`config.mk`:
```
export PLATFORM = sky130hd
export DESIGN_NAME = uart_tx_param
export DESIGN_NICKNAME = d
export VERILOG_FILES = /design/src/rtl/uart_tx_param.sv
export SDC_FILE = /design/constraint.sdc
export NUM_CORES = 1
export LEC_CHECK = 0
export ABC_AREA = 1
export BUFFER_PORTS_ARGS = -buffer_cell sky130_fd_sc_hd__buf_2
export CORE_AREA = 2 2 54 66
export CTS_BUF_LIST = sky130_fd_sc_hd__clkbuf_4
export DETAILED_ROUTE_END_ITERATION = 6
export DIE_AREA = 0 0 56 68
export GPL_ROUTABILITY_DRIVEN = 0
export PLACE_DENSITY = 0.69
export SETUP_SLACK_MARGIN = 0.3
export SLEW_MARGIN = 20
export SYNTH_ARGS = -nofsm -noshare
export SYNTH_HDL_FRONTEND = slang
export SYNTH_SLANG_ARGS = --single-unit
```
`constraint.sdc`:
```
create_clock -name clk -period 3.7 [get_ports clk]
set_clock_uncertainty 0.1 [all_clocks]
set_input_delay 0.74 -clock clk [delete_from_list [all_inputs] [get_ports clk]]
set_output_delay 0.74 -clock clk [all_outputs]
set_load 0.1 [all_outputs]
```
`src/rtl/uart_tx_param.sv`:
```
`default_nettype none
// ============================================================================
// Module      : uart_tx_param
// Description : Parametrised UART transmitter with an internal baud counter
//               and a valid/ready byte interface. The frame is a start bit,
//               DATA_BITS data bits sent LSB first, an optional parity bit
//               and STOP_BITS stop bits. Every bit lasts CLKS_PER_BIT clocks.
// Revision    : 1.0 - initial release
// ----------------------------------------------------------------------------
// Parameters  : CLKS_PER_BIT  clk cycles per serial bit (>= 2)
//               DATA_BITS     data bits per frame (5..9)
//               PARITY        0 = none, 1 = odd, 2 = even
//               STOP_BITS     stop bits per frame (1 or 2)
// Ports       : clk         system clock
//               rst         synchronous active-high reset
//               tx_data     word to send, sampled only on accept
//               tx_valid    source has a word
//               tx_break    (UART_TX_BREAK_EN only) hold line in break
//               tx_ready    block can accept a word (IDLE only)
//               tx_busy     frame (or break) in progress
//               tx_done     one-cycle pulse at end of frame
//               tx_pin_out  registered serial line, idle/mark = 1
// Options     : define UART_TX_BREAK_EN to add the tx_break input and the
//               break / post-break mark states.
// ============================================================================
module uart_tx_param #(
    parameter int CLKS_PER_BIT = 434,
    parameter int DATA_BITS    = 8,
    parameter int PARITY       = 0,
    parameter int STOP_BITS    = 1
) (
    input  logic                 clk,
    input  logic                 rst,
    input  logic [DATA_BITS-1:0] tx_data,
    input  logic                 tx_valid,
`ifdef UART_TX_BREAK_EN
    input  logic                 tx_break,
`endif
    output logic                 tx_ready,
    output logic                 tx_busy,
    output logic                 tx_done,
    output logic                 tx_pin_out
);

    // ------------------------------------------------------------------
    // Elaboration-time parameter checks
    // ------------------------------------------------------------------
    if (CLKS_PER_BIT < 2) begin : g_bad_clks_per_bit
        $error("uart_tx_param: CLKS_PER_BIT must be >= 2");
    end
    if (DATA_BITS < 5 || DATA_BITS > 9) begin : g_bad_data_bits
        $error("uart_tx_param: DATA_BITS must be 5..9");
    end
    if (PARITY < 0 || PARITY > 2) begin : g_bad_parity
        $error("uart_tx_param: PARITY must be 0, 1 or 2");
    end
    if (STOP_BITS < 1 || STOP_BITS > 2) begin : g_bad_stop_bits
        $error("uart_tx_param: STOP_BITS must be 1 or 2");
    end

    localparam int              c_CW        = (CLKS_PER_BIT > 2) ? $clog2(CLKS_PER_BIT) : 1;
    localparam logic [c_CW-1:0] c_CNT_LAST  = c_CW'(CLKS_PER_BIT - 1);
    localparam logic [3:0]      c_DATA_LAST = 4'(DATA_BITS - 1);
    localparam logic [3:0]      c_STOP_LAST = 4'(STOP_BITS - 1);

    localparam logic [2:0] S_IDLE     = 3'd0;
    localparam logic [2:0] S_START    = 3'd1;
    localparam logic [2:0] S_DATA     = 3'd2;
    localparam logic [2:0] S_PARITY   = 3'd3;
    localparam logic [2:0] S_STOP     = 3'd4;
`ifdef UART_TX_BREAK_EN
    localparam logic [2:0] S_BREAK    = 3'd5;
    localparam logic [2:0] S_BRK_MARK = 3'd6;
`endif

    logic [2:0]           r_state, w_state_nxt;
    logic [c_CW-1:0]      r_cnt,   w_cnt_nxt;
    logic [3:0]           r_bit,   w_bit_nxt;     // data-bit or stop-bit index
    logic [DATA_BITS-1:0] r_shift, w_shift_nxt;
    logic                 r_par,   w_par_nxt;
    logic                 r_pin,   w_pin_nxt;
    logic                 r_done,  w_done_nxt;
    logic                 w_tick;

    assign w_tick = (r_cnt == c_CNT_LAST);

    // ------------------------------------------------------------------
    // State register
    // ------------------------------------------------------------------
    always_ff @(posedge clk) begin
        if (rst) begin
            r_state <= S_IDLE;
            r_cnt   <= '0;
            r_bit   <= '0;
            r_shift <= '0;
            r_par   <= 1'b0;
            r_pin   <= 1'b1;
            r_done  <= 1'b0;
        end else begin
            r_state <= w_state_nxt;
            r_cnt   <= w_cnt_nxt;
            r_bit   <= w_bit_nxt;
            r_shift <= w_shift_nxt;
            r_par   <= w_par_nxt;
            r_pin   <= w_pin_nxt;
            r_done  <= w_done_nxt;
        end
    end

    // ------------------------------------------------------------------
    // Next-state logic. The line value is computed for the *next* state
    // so that tx_pin_out comes straight from a flop.
    // ------------------------------------------------------------------
    always_comb begin
        w_state_nxt = r_state;
        w_cnt_nxt   = w_tick ? '0 : r_cnt + c_CW'(1);
        w_bit_nxt   = r_bit;
        w_shift_nxt = r_shift;
        w_par_nxt   = r_par;
        w_pin_nxt   = r_pin;
        w_done_nxt  = 1'b0;

        case (r_state)
            S_IDLE: begin
                w_cnt_nxt = '0;
                w_bit_nxt = '0;
                w_pin_nxt = 1'b1;
`ifdef UART_TX_BREAK_EN
                if (tx_break) begin
                    // Break wins over a pending word in the same cycle.
                    w_state_nxt = S_BREAK;
                    w_pin_nxt   = 1'b0;
                end else
`endif
                if (tx_valid) begin
                    w_state_nxt = S_START;
                    w_shift_nxt = tx_data;
                    // Odd: force the total ones count odd; even: even.
                    w_par_nxt   = (PARITY == 1) ? ~(^tx_data) : (^tx_data);
                    w_pin_nxt   = 1'b0;
                end
            end

            S_START: begin
                w_pin_nxt = 1'b0;
                if (w_tick) begin
                    w_state_nxt = S_DATA;
                    w_bit_nxt   = '0;
                    w_pin_nxt   = r_shift[0];
                end
            end

            S_DATA: begin
                w_pin_nxt = r_shift[0];
                if (w_tick) begin
                    if (r_bit == c_DATA_LAST) begin
                        w_bit_nxt = '0;
                        if (PARITY != 0) begin
                            w_state_nxt = S_PARITY;
                            w_pin_nxt   = r_par;
                        end else begin
                            w_state_nxt = S_STOP;
                            w_pin_nxt   = 1'b1;
                        end
                    end else begin
                        w_bit_nxt   = r_bit + 4'd1;
                        w_shift_nxt = {1'b0, r_shift[DATA_BITS-1:1]};
                        w_pin_nxt   = r_shift[1];
                    end
                end
            end

            S_PARITY: begin
                w_pin_nxt = r_par;
                if (w_tick) begin
                    w_state_nxt = S_STOP;
                    w_bit_nxt   = '0;
                    w_pin_nxt   = 1'b1;
                end
            end

            S_STOP: begin
                w_pin_nxt = 1'b1;
                if (w_tick) begin
                    if (r_bit == c_STOP_LAST) begin
                        w_state_nxt = S_IDLE;
                        w_bit_nxt   = '0;
                        w_done_nxt  = 1'b1;
                    end else begin
                        w_bit_nxt = r_bit + 4'd1;
                    end
                end
            end

`ifdef UART_TX_BREAK_EN
            S_BREAK: begin
                w_cnt_nxt = '0;
                w_pin_nxt = 1'b0;
                if (!tx_break) begin
                    w_state_nxt = S_BRK_MARK;
                    w_pin_nxt   = 1'b1;
                end
            end

            // One bit time of mark so the receiver sees a clean edge
            // before the next start bit.
            S_BRK_MARK: begin
                w_pin_nxt = 1'b1;
                if (w_tick) begin
                    w_state_nxt = S_IDLE;
                end
            end
`endif

            default: begin
                w_state_nxt = S_IDLE;
                w_cnt_nxt   = '0;
                w_bit_nxt   = '0;
                w_pin_nxt   = 1'b1;
            end
        endcase
    end

    assign tx_ready   = (r_state == S_IDLE);
    assign tx_busy    = (r_state != S_IDLE);
    assign tx_done    = r_done;
    assign tx_pin_out = r_pin;

endmodule
`default_nettype wire

```
Word-level counts from Yosys, hierarchy flattened
Cells that the tools add are included.

Register bits: 27. Input bits: 11. Memory bits (writable): 0. Memory bits (read-only): 0. Output and inout bits: 4. Memories kept: 0. Bits in latches: 0. Logic and storage cells: 65.

Reduce and logical (&&, ||, !) cells: 13. Bitwise gates (word level): 3. Equal/unequal tests: 15. Multiplexer cells: 25. Shifts and indexed selects: 0. Div/mod/pow operators: 0. Magnitude comparators: 0. Multipliers: 0. Add/subtract/negate cells: 2.

Operators by type and width (count): 8-bit 2-to-1 mux (3); 3-bit 2-to-1 mux (7); 4-bit 2-to-1 mux (5); 2-bit != test, second input constant (8); 8-bit case mux with 2 select lines (1); 3-bit case mux with 5 select lines (1); 4-bit case mux with 3 select lines (1); 9-bit by 1-bit adder with 9-bit output, second input constant (1); 9-bit == test, second input constant (1); 8-bit XOR reduction (1); 7-bit AND reduction (1); 3-bit by 2-bit == test with 1-bit output, second input constant (2); 1-bit 2-to-1 mux (6); 3-bit OR reduction (2); 4-bit by 1-bit adder with 4-bit output, second input constant (1); 4-bit by 3-bit == test with 1-bit output, second input constant (1); 4-bit logical NOT (1); 1-bit case mux with 4 select lines (1); 4-bit AND reduction (1); 4-bit OR reduction (1); 3-bit by 1-bit == test with 1-bit output, second input constant (1); 3-bit == test, second input constant (1); 3-bit logical NOT (1); 1-bit inverter (3); other kinds (6) (6).

Logic depth before layout (Yosys ltp)
Depth after elaboration: 4. Gate-level depth with buffers: 11. Mapped depth without buffers: 10.

Worst setup path after synthesis
OpenSTA, ideal clock, no wires.

Path type: reg2out. Start: register r_state[1]. End: output port tx_busy. Cell stages (with the launch flop): 5. Setup slack: 1452 ps. Data arrival time: 1408 ps. Path buffers: 0. Cell sequence: dfxtp_1 -> inv_2 -> nand2_2 -> nor2_4 -> inv_2.

Longest elaborated chain between the ends: 1.

RTL lines: start, declared (RTL line 76) `logic [2:0] r_state, w_state_nxt;`; start signal, assigned (RTL line 100) `r_state <= w_state_nxt;`; 3-bit nonzero test (RTL line 225) `assign tx_busy = (r_state != S_IDLE);`; end, declared (RTL line 40) `output logic tx_busy,`.

Every way passes these cells.

Final worst setup path
Same ends and word-level chain as after synthesis.

==> run_results.csv <==
group,metric,value,unit
status,outcome,"finished, final reports clean",
floorplanning,die_w,56,um
clock_tree,clock_sinks,27,
pwr,vdd_ir_drop_max,0.0003654,V
pwr,leakage,0.8087,nW
sta,finalCriticalPeriod,2.285,ns
critical_path,critPathBufInv,3,
grt,gr-usage-all-layers,0.1575,
sta,drv_slew,0,
critical_path,path_depth,5,
drt,wl_per_cell,9.839,um
grt,grt_max_degree,16,
clock_tree,post_cts_buffers,0,
sta,slew_headroom,0.6744,
drt,wl,2814,um
logic_synthesis,synthCells,234,
hold_path,hold_start,"r_shift[0]",
clock_tree,cts-root-buf,"clkbuf_4",
clock_tree,h-tree-depth,1,
grt,grt_pass1_wl,4795,um
logic_synthesis,yosys_warnings,0,
drt,drc,0,
cells_and_area,drive_gt1_frac,0.1687,
floorplanning,floorplan.initialDensity,0.4798,
logic_synthesis,syn_avg_cell_area,6.609,um2
hold_path,hold_class,"register to register",
clock_tree,insertion_delay,0.32,ns
critical_path,crit_chain,"inv_2 > nand2_2 > nor2_4 > inv_2 > buf_2",
pwr,p_per_area,752.3,nW/um2
sta,final-hold-violation-count,0,
sta,setup_viol,0,
critical_path,crit_start,"r_state[1]",
logic_synthesis,ys.flop_type,"dfxtp_1",
critical_path,reg2reg_from,"r_cnt[0]",
logic_synthesis,synth.distinct_cells,27,
flow_run,maxCapViolCount,0,
logic_synthesis,syn_area,1546,um2
floorplanning,die_area,3808,um2
sta,fmax,437.7,MHz
critical_path,slowest_delay,0.42,ns
grt,grt_pass1_vias,1165,
cells_and_area,area_growth_syn_to_layout,7.767,%
placement,port_buffers,14,
hold_path,hold_path_depth,2,
cells_and_area,diodes,0,
clock_tree,cts_made_buffers,3,
logic_synthesis,async_reset_ff_frac,0,
logic_synthesis,seq_area_frac_synth,0.3495,
drt,dr.pass1.iters,4,
critical_path,r2r_cells,9,
clock_tree,cts_resized,0,
critical_path,cp_common_cell,"inv_2",
drt,drtIter0Drc,29,
critical_path,slowest_stage,"dfxtp_1",
clock_tree,cts_hold_buf,0,
drt,ant_nets,0,
grt,grt_overflow_total,0,
clock_tree,cts_tree,"yes",
logic_synthesis,syn_nets,249,
drt,vias_per_cell,4.713,
critical_path,cp-end-kind,"output pin",
floorplanning,rows,23,
floorplanning,io_pins,15,
critical_path,path_max_fanout,5,
critical_path,worstPathRequired,2.86,ns
sta,rsz0062_at_grt,"no",
critical_path,crit_type,"register to output pin",
clock_tree,clkTransAtPathRegs,0.15,ns
critical_path,cp_top_family,"buffers and inverters",
sta,timing.final.crit_share,0.6175,
grt,antenna_found_initial,0,
logic_synthesis,synth_edf_count,0,
sta,tightest_slew,0.4918,ns
cells_and_area,post-route-util,0.5171,
cells_and_area,fin_nets,265,
clock_tree,clk_path_buf_depth,2,
sta,fin_tns_setup,0,ns
floorplanning,die_y,68,um
placement,hpwl,2188,um
critical_path,worst-endpoint-arrival,1.44,ns
drt,vias,1348,
critical_path,start_kind,"register",
floorplanning,core-area,3223,um2
logic_synthesis,ys_ff_latch,27,
==> worst min-delay path, cell delays in order, from the launching register on <==
cell and delay (ns):
dfxtp_1 0.34, nand2_1 0.06, nand2_1 0.04
==> final cells by class <==
| cell class | count | area, um2 |
|---|---|---|
| fillers | 329 | 1556 |
| well taps | 37 | 46.29 |
| repair buffers | 14 | 70.07 |
| multi-input cells | 173 | 865.8 |
| clock buffers | 3 | 22.52 |
| clock inverters | 1 | 5.005 |
| flip-flops and latches | 27 | 540.5 |
| inverters | 31 | 116.4 |
==> through the flow <==
stage	worst slack [ns]	hold slack [ns]	power [W]	area (um2)	std cells
floorplan	1.452	0.3258	0.001037	1546	234
global placement	1.797	0.3419	0.001132	1639	282
detailed placement	1.783	0.3527	0.001137	1639	282
CTS	1.397	0.3694	0.001268	1667	286
global route	1.329	0.4037	0.001365	1667	286
finish	1.415	0.3562	0.001254	1667	286
==> cell usage after synthesis, drive strengths merged, types with 2 or more instances <==
cell type | n | area (um2)
a21oi | 9 | 45.04
buf | 3 | 23.77
dfxtp | 27 | 540.5
ha | 4 | 50.05
inv | 31 | 116.4
nand2 | 77 | 314.1
nand3 | 14 | 87.59
nand4 | 2 | 12.51
nor2 | 38 | 155.1
nor3 | 2 | 15.01
o21ai | 11 | 55.05
xnor2 | 4 | 35.03
xor2 | 8 | 70.07
==> flip-flops by register name (all words and copies together), names as in the netlist <==
register and count:
tx_done 1, r_shift 8, r_cnt 9, r_bit 4, tx_pin_out 1, r_par 1, r_state 3
==> metal layers <==
metal | part of all wire | up-vias | wire length, um | global-route usage
met5 | 0 | - | 0 | 0
met4 | 0.010 | 0 | 28 | 0.06548
met3 | 0.016 | 2 | 46 | 0.01890
met2 | 0.49 | 8 | 1370 | 0.2750
met1 | 0.49 | 586 | 1368 | 0.1984
li1 | - | 752 | - | -
==> cell families (layout without fill, tap and decap cells) <==
kind of cell,Yosys count,after routing,synth area share
xor+xnor,12,12,0.06796
compound gates,21,21,0.06877
fa+ha+maj,4,4,0.03236
flops,27,27,0.3495
buf+inv,34,49,0.09062
simple gates,136,136,0.3908
==> worst paths after layout <==
path / to / slack (ns)
max reg2reg: r_shift[0] / 2.10
min: tx_pin_out / 0.36
max: tx_busy / 1.42
min reg2reg: tx_pin_out / 0.36
==> cells in the final DEF (no fill, tap or decap) <==
cell      count
nand2_1      67
nor2_1       35
dfxtp_1      27
inv_1        24
buf_2        14
nand3_1      12
nand2_2      10
o21ai_0      10
a21oi_1       9
xor2_1        8
inv_2         7
xnor2_1       4
ha_1          4
clkbuf_4      3
nand4_1       2
nor2_2        2
nor2_4        1
or2_2         1
o21ai_1       1
nand3_2       1
nand3_4       1
nor3_1        1
nand3b_1      1
nor4_1        1
a31oi_1       1
nor3_2        1
clkinv_2      1
==> where the power goes <==
group | switching [W] | total, W | internal (W)
Clock | 0.0000862 | 0.000127 | 0.0000405
Combinational | 0.000533 | 0.000725 | 0.000192
Sequential | 0.0000416 | 0.000402 | 0.000360
No activity file was read; power rests on OpenSTA's default activity.
